`config.mk`:
```
export PLATFORM = sky130hd
export DESIGN_NAME = nibble_deser
export DESIGN_NICKNAME = d
export VERILOG_FILES = /design/src/rtl/nibble_deser.sv
export SDC_FILE = /design/constraint.sdc
export NUM_CORES = 1
export LEC_CHECK = 0
export ABC_AREA = 1
export ABC_CLOCK_PERIOD_IN_PS = 1190
export CAP_MARGIN = 20
export CORE_UTILIZATION = 40
export CTS_CLUSTER_SIZE = 10
export DETAILED_ROUTE_END_ITERATION = 6
export MAX_ROUTING_LAYER = met4
export PLACE_DENSITY_LB_ADDON = 0.12
export SKIP_CTS_REPAIR_TIMING = 1
export SLEW_MARGIN = 20
export SYNTH_ARGS = -nofsm -noshare
export SYNTH_HDL_FRONTEND = slang
export SYNTH_SLANG_ARGS = --single-unit
```
`constraint.sdc`:
```
create_clock -name clk -period 1.19 [get_ports clk]
set_input_delay 0.119 -clock clk [delete_from_list [all_inputs] [get_ports clk]]
set_output_delay 0.119 -clock clk [all_outputs]
set_load 0.005 [all_outputs]
```
`src/rtl/nibble_deser.sv`:
```
`default_nettype none
// +---------------------------------------------------------------------------+
// | Module      : nibble_deser                                                |
// | Description : Framed serial-to-parallel receiver for the nibble link.     |
// |               Recovers 4 data bits onto registered A..D, LSB (A) first,   |
// |               and pulses valid / frame_err / parity_err for one cycle.    |
// |               Define PARITY_EN to compile in the even-parity bit check.   |
// | Revision    : 1.0 - initial release                                       |
// +---------------------------------------------------------------------------+
module nibble_deser #(
    parameter int CLKS_PER_BIT = 4
) (
    input  logic clk,
    input  logic rst,
    input  logic din,
    output logic A,
    output logic B,
    output logic C,
    output logic D,
    output logic valid,
    output logic frame_err,
    output logic parity_err
);

    localparam int             c_CW        = (CLKS_PER_BIT > 2) ? $clog2(CLKS_PER_BIT) : 1;
    // Down-counter reload values: first sample lands mid-bit, later ones a full bit apart.
    localparam logic [c_CW-1:0] c_LOAD_HALF = c_CW'(CLKS_PER_BIT / 2 - 1);
    localparam logic [c_CW-1:0] c_LOAD_BIT  = c_CW'(CLKS_PER_BIT - 1);

    localparam logic [2:0] S_IDLE   = 3'd0;
    localparam logic [2:0] S_START  = 3'd1;
    localparam logic [2:0] S_DATA   = 3'd2;
`ifdef PARITY_EN
    localparam logic [2:0] S_PARITY = 3'd3;
`endif
    localparam logic [2:0] S_STOP   = 3'd4;
    localparam logic [2:0] S_BREAK  = 3'd5;

    logic            r_din_q;
    logic [2:0]      r_state;
    logic [c_CW-1:0] r_cnt;
    logic [1:0]      r_idx;
    logic [3:0]      r_sr;
    logic            r_a;
    logic            r_b;
    logic            r_c;
    logic            r_d;
    logic            r_valid;
    logic            r_frame_err;
`ifdef PARITY_EN
    logic            r_par_bad;
    logic            r_parity_err;
`endif

    always_ff @(posedge clk or negedge rst) begin
        if (!rst) begin
            r_din_q      <= 1'b1;
            r_state      <= S_IDLE;
            r_cnt        <= '0;
            r_idx        <= '0;
            r_sr         <= '0;
            r_a          <= 1'b0;
            r_b          <= 1'b0;
            r_c          <= 1'b0;
            r_d          <= 1'b0;
            r_valid      <= 1'b0;
            r_frame_err  <= 1'b0;
`ifdef PARITY_EN
            r_par_bad    <= 1'b0;
            r_parity_err <= 1'b0;
`endif
        end else begin
            r_din_q     <= din;
            r_valid     <= 1'b0;
            r_frame_err <= 1'b0;
`ifdef PARITY_EN
            r_parity_err <= 1'b0;
`endif
            case (r_state)
                S_IDLE: begin
                    if (!r_din_q) begin
                        r_state <= S_START;
                        r_cnt   <= c_LOAD_HALF;
                    end
                end
                S_START: begin
                    if (r_cnt == '0) begin
                        // A start bit that is already high mid-bit was a glitch.
                        if (r_din_q) begin
                            r_state <= S_IDLE;
                        end else begin
                            r_state <= S_DATA;
                            r_cnt   <= c_LOAD_BIT;
                            r_idx   <= '0;
                        end
                    end else begin
                        r_cnt <= r_cnt - 1'b1;
                    end
                end
                S_DATA: begin
                    if (r_cnt == '0) begin
                        r_sr  <= {r_din_q, r_sr[3:1]};
                        r_cnt <= c_LOAD_BIT;
                        if (r_idx == 2'd3) begin
                            r_idx <= '0;
`ifdef PARITY_EN
                            r_state <= S_PARITY;
`else
                            r_state <= S_STOP;
`endif
                        end else begin
                            r_idx <= r_idx + 1'b1;
                        end
                    end else begin
                        r_cnt <= r_cnt - 1'b1;
                    end
                end
`ifdef PARITY_EN
                S_PARITY: begin
                    if (r_cnt == '0) begin
                        r_par_bad <= r_din_q ^ (^r_sr);
                        r_cnt     <= c_LOAD_BIT;
                        r_state   <= S_STOP;
                    end else begin
                        r_cnt <= r_cnt - 1'b1;
                    end
                end
`endif
                S_STOP: begin
                    if (r_cnt == '0) begin
                        if (r_din_q) begin
`ifdef PARITY_EN
                            if (r_par_bad) begin
                                r_parity_err <= 1'b1;
                            end else begin
                                {r_d, r_c, r_b, r_a} <= r_sr;
                                r_valid <= 1'b1;
                            end
`else
                            {r_d, r_c, r_b, r_a} <= r_sr;
                            r_valid <= 1'b1;
`endif
                            r_state <= S_IDLE;
                        end else begin
                            r_frame_err <= 1'b1;
                            r_state     <= S_BREAK;
                        end
                    end else begin
                        r_cnt <= r_cnt - 1'b1;
                    end
                end
                S_BREAK: begin
                    // Only a return to idle-high re-arms start detection.
                    if (r_din_q) begin
                        r_state <= S_IDLE;
                    end
                end
                default: begin
                    r_state <= S_IDLE;
                end
            endcase
        end
    end

    assign A         = r_a;
    assign B         = r_b;
    assign C         = r_c;
    assign D         = r_d;
    assign valid     = r_valid;
    assign frame_err = r_frame_err;
`ifdef PARITY_EN
    assign parity_err = r_parity_err;
`else
    assign parity_err = 1'b0;
`endif

endmodule
`default_nettype wire

```
**Word level (Yosys, flattened, before mapping)**

Index checks and enable logic that the tools add are counted.

- Register bits: 18
- Input port bits: 3

- Add/subtract/negate cells: 2
- Eq/ne operators: 14
- Muxes and demuxes: 26
- Reduce and logical (&&, ||, !) cells: 9

Operator list:

| kind | count |
|---|---|
| 2-to-1 mux 3 bit | 7 |
| 2-to-1 mux 2 bit | 10 |
| != test 2 bit, second input constant | 8 |
| case mux 3 bit (5 select lines) | 1 |
| case mux 2 bit (4 select lines) | 1 |
| AND reduction 4 bit | 2 |
| == test 3 bit, second input constant | 2 |
| 2-to-1 mux 1 bit | 6 |
| AND reduction 6 bit | 1 |
| case mux 2 bit (2 select lines) | 1 |
| nonzero test 4 bit | 1 |
| == test 3 x 1 -> 1 bit, second input constant | 1 |
| == test 3 x 2 -> 1 bit, second input constant | 1 |
| zero test 3 bit | 1 |
| != test 3 bit, second input constant | 1 |
| AND reduction 3 bit | 1 |
| adder 2 x 1 -> 2 bit, second input constant | 1 |
| == test 2 bit, second input constant | 1 |
| zero test 2 bit | 1 |
| AND reduction 2 bit | 1 |
| nonzero test 2 bit | 1 |
| subtractor 2 x 1 -> 2 bit, second input constant | 1 |

**Longest topological paths before layout**

- Depth in word-level cells: 4
- Gate-level depth with buffers: 9
- Gate-level depth less buffers: 9

**Worst setup path before layout**

OpenSTA, ideal clock, no wires.

- Path kind: register to register
- Start: register r_cnt[0]
- End: register r_state[0]
- Arrival: 1.108 ns
- Setup slack: -0.035 ns
- Stages on the path, launching flop included: 10
- Buffers on the path: 0
- Clock period less this slack: 1.225 ns
- Cells stage by stage: dfrtp_1 -> inv_1 -> ha_1 -> inv_1 -> nand3_1 -> nand2_1 -> nor2_4 -> nand2_1 -> nand2_1 -> nand2_1

- Longest elaborated chain between the ends: 3
- Elaborated cells on any way between the ends: 5
- Classes of those cells: 3 x eq/ne; 2 x reduce/logical

RTL lines:

| element | RTL line | source |
|---|---|---|
| from (decl) | 41 | `logic [c_CW-1:0] r_cnt;` |
| from (signal assigned) | 83 | `r_cnt <= c_LOAD_HALF;` |
| from (signal assigned) | 93 | `r_cnt <= c_LOAD_BIT;` |
| from (signal assigned) | 97 | `r_cnt <= r_cnt - 1'b1;` |
| zero test 2 bit * | 87, 101, 130 |  |
| != test 2 bit (no source line) | -- |  |
| AND reduction 6 bit (no source line) * | -- |  |
| to (signal assigned) | 90 | `r_state <= S_IDLE;` |
| to (signal assigned) | 92 | `r_state <= S_DATA;` |
| to (signal assigned) | 109 | `r_state <= S_STOP;` |
| to (decl) | 40 | `logic [2:0] r_state;` |

Mark *: on every way between the ends. The rest lies on a longest branch, timed or not.
A chain may end at the register's enable or synchronous reset.

**Worst setup path after layout**

- Start: register r_state[2]
- End: register r_state[1]

- Longest elaborated chain between the ends: 3
- Elaborated cells on any way between the ends: 13
- Classes of those cells: 10 x eq/ne; 1 x mux; 2 x reduce/logical

RTL lines:

| element | RTL line | source |
|---|---|---|
| from (signal assigned) | 58 | `r_state <= S_IDLE;` |
| from (signal assigned) | 82 | `r_state <= S_START;` |
| from (signal assigned) | 90 |  |
| == test 3 x 2 -> 1 bit (tied with other cells) | 79 | `case (r_state)` |
| != test 2 bit (no source line) | -- |  |
| AND reduction 6 bit (no source line) | -- |  |

Parallel ways exist; a longest one is shown, timed or not.

==> run_results.csv <==
group,metric,value,unit
synthesis,syn_area_per_cell,8.31,um^2
drt,routed_wl,2090,um
timing,fin_crit_sh,106,%
drt,via_count,811,
floorplan,die_w,51.3,um
timing,min_period,1260,ps
synthesis,yosysTopAreaCell,"dfrtp_1",
job,drv_cap,0,
global_route,grt_first_pass_wirelength,3320,um
synthesis,synth.distinct_cells,22,
worst_setup_path,cp-start-kind,"register",
synthesis,synth_area_leaders,"dfrtp_1, nand2_1, nand3_1",
global_route,grt_use_total,18.2,%
drt,wl_per_cell,12.1,um
clock_network,htree_levels,1,
synthesis,syn_nets,123,
clock_network,cts_root_buf,"clkbuf_4",
power,total_leakage_power,0.797,nW
synthesis,synth_ff_type,"dfrtp_1",
finish,stdcell_count,173,
floorplan,die_area,0.00263,mm^2
synthesis,ys_seq_area_share,46.5,%
finish,fin_area,0.00141,mm^2
worst_setup_path,cp-end-kind,"register",
clock_network,cts_tree,"yes",
drt,drt-vias-per-instance,4.69,
place,post-place-cells,160,
clock_network,clkTransAtPathRegs,90,ps
floorplan,start_util,43.1,%
finish,area_growth,45.0,%
worst_setup_path,critPathMaxFanout,6,
worst_setup_path,required,1370,ps
synthesis,synth_cells,117,
worst_setup_path,arrival,1440,ps
power,power.density,2410,mW/mm^2
place,io_buffers,8,
run_status,violations,"negative setup slack",
synthesis,postSynth.asyncResetShare,100,%
timing,setup_viol,11,
clock_network,cts_buffers,3,
synthesis,synth_warnings,0,
timing,fin_skew,2.68,ps
timing,hold_violations,0,
floorplan,pin_count,10,
global_route,grt_pass1_vias,754,
synthesis,synth_top_cell_area_share,43.8,%
synthesis,ys_ff_latch,18,
power,ir_worst_vdd,1260,uV
synthesis,synth_edf_count,0,
synthesis,synth_area,972,um^2
drt,drt_iter0_drc,11,
timing,grt_setup_unrepaired,"true",
min_path,hold_path_class,"input port to asynchronous set/reset pin",
place,dp_hpwl,1490,um
place,place_ws,-90.5,ps
clock_network,clk_path_buf_depth,2,
drt,ant_nets,0,
floorplan,core-area,0.00225,mm^2
global_route,grt_max_degree,12,
worst_setup_path,crit_type,"register to register",
floorplan,placementRows,17,
drt,drc,0,
global_route,antenna_found_initial,0,
run_status,status,"finished, violations left",
finish,drive_gt1_share,49.0,%
drt,first_pass_iters,4,
floorplan,die_h,51.3,um
clock_network,clk_latency,290,ps
clock_network,numClockSinks,18,
finish,fillCellCount,193,
place,placed_area,0.00115,mm^2
timing,clock.fmax,0.792,GHz
finish,layout.nets,152,
finish,diodes,0,
global_route,grt-ovfl-total,0,
timing,slew_violations,0,
place,place_congestion,0.952,
timing,setup_ws,-72.3,ps
-- worst max-delay path, cell delays in order (launching register included) --
cell and delay [ps]:
dfrtp_2 490, buf_4 160, nor2_2 130, nand2_1 120, nand2_4 90, nor2_4 40, nand3b_1 70, nand2_1 50
-- report_power, final --
part / leakage, nW / total, W / switching, W / internal [W]
clock network: 0.0150 / 0.000310 / 0.000179 / 0.000131
logic: 0.549 / 0.00207 / 0.00110 / 0.000971
registers: 0.233 / 0.00103 / 0.000223 / 0.000804
total: 0.797 / 0.00340 / 0.00150 / 0.00191
-- path summary, 6_finish.rpt --
check / startpoint / endpoint / slack (ps) / cells after the start
worst min register to register: r_idx[1] / r_idx[1] / 480 / 2
max in group asynchronous: rst / D / 680 / 2
worst min-delay path: rst / frame_err / 120 / 1
worst max-delay path: r_state[2] / r_state[1] / -70 / 7
min in group clk: din / r_din_q / 240 / 1
worst max register to register: r_state[2] / r_state[1] / -70 / 7
-- stage by stage --
stage          setup TNS [ps]  hold slack (ps)  util (%)  total power [W]
6_report                 -452              115      62.5          0.00340
3_3_place_gp             -313              440      50.9          0.00244
5_1_grt                 -1430              137      62.5          0.00368
4_1_cts                 -1150              120      52.1          0.00278
3_5_place_dp             -428              451      50.9          0.00245
2_1_floorplan           -53.3             -177         -          0.00202
-- area by class of cell --
class,instances,area [um^2],share of cell area [%]
Clock buffer,4,26.3,1.86
Inverter,17,68.8,4.88
Multi-Input combinational cell,79,571,40.5
Sequential cell,18,455,32.3
Tap cell,28,35.0,2.48
Timing Repair Buffer,27,254,18.0
-- flip-flops by register name, indices dropped and copies added (netlist names) --
| signal | flops |
|---|---|
| r_sr | 4 |
| r_state | 3 |
| r_cnt | 2 |
| r_idx | 2 |
| A | 1 |
| B | 1 |
| C | 1 |
| D | 1 |
| frame_err | 1 |
| r_din_q | 1 |
| valid | 1 |
-- cells in the mapped netlist (2+ instances only) --
master	instances
nor2_4	3
inv_2	6
nor2_1	2
nand3_1	13
nor2_2	3
inv_1	11
nand2_2	4
dfrtp_1	17
buf_6	2
o21ai_1	7
nand2_1	36
ha_1	3
-- kinds of logic after synthesis --
group / Yosys count / share of synthesized area [%]
and+or+nand+nor: 64 / 33.1
adders and majority gates: 3 / 3.86
DFF: 18 / 46.5
buffers and inverters: 20 / 9.65
AOI/OAI and AO/OA: 11 / 6.56
other: 1 / 0.386
-- metal layers --
| layer | part of all wire (%) | vias up | global-route usage [%] | wire length [um] |
|---|---|---|---|---|
| met5 | 0 | - | - | 0 |
| met2 | 46 | 21 | 25.4 | 967 |
| met4 | 2.1 | 0 | 8.11 | 44 |
| met1 | 46 | 363 | 23.6 | 955 |
| met3 | 6.0 | 6 | 6.25 | 126 |
| li1 | - | 421 | - | - |
-- cell usage in the layout (no fill, tap or decap), types with 2 or more instances in the layout --
| master | count |
|---|---|
| clkbuf_4 | 3 |
| inv_1 | 6 |
| nand2_2 | 9 |
| dfrtp_1 | 14 |
| buf_4 | 17 |
| dlymetal6s2s_1 | 6 |
| o21ai_1 | 5 |
| nand3_4 | 2 |
| nand2_4 | 3 |
| clkdlybuf4s50_1 | 2 |
| inv_2 | 9 |
| nand3_1 | 6 |
| nor2_1 | 2 |
| nor2_2 | 2 |
| nand3_2 | 6 |
| nor2_4 | 4 |
| inv_4 | 2 |
| nand2_1 | 27 |
| o21ai_2 | 4 |
| dfrtp_2 | 3 |
| ha_4 | 2 |
No activity file was read; power rests on OpenSTA's default activity.
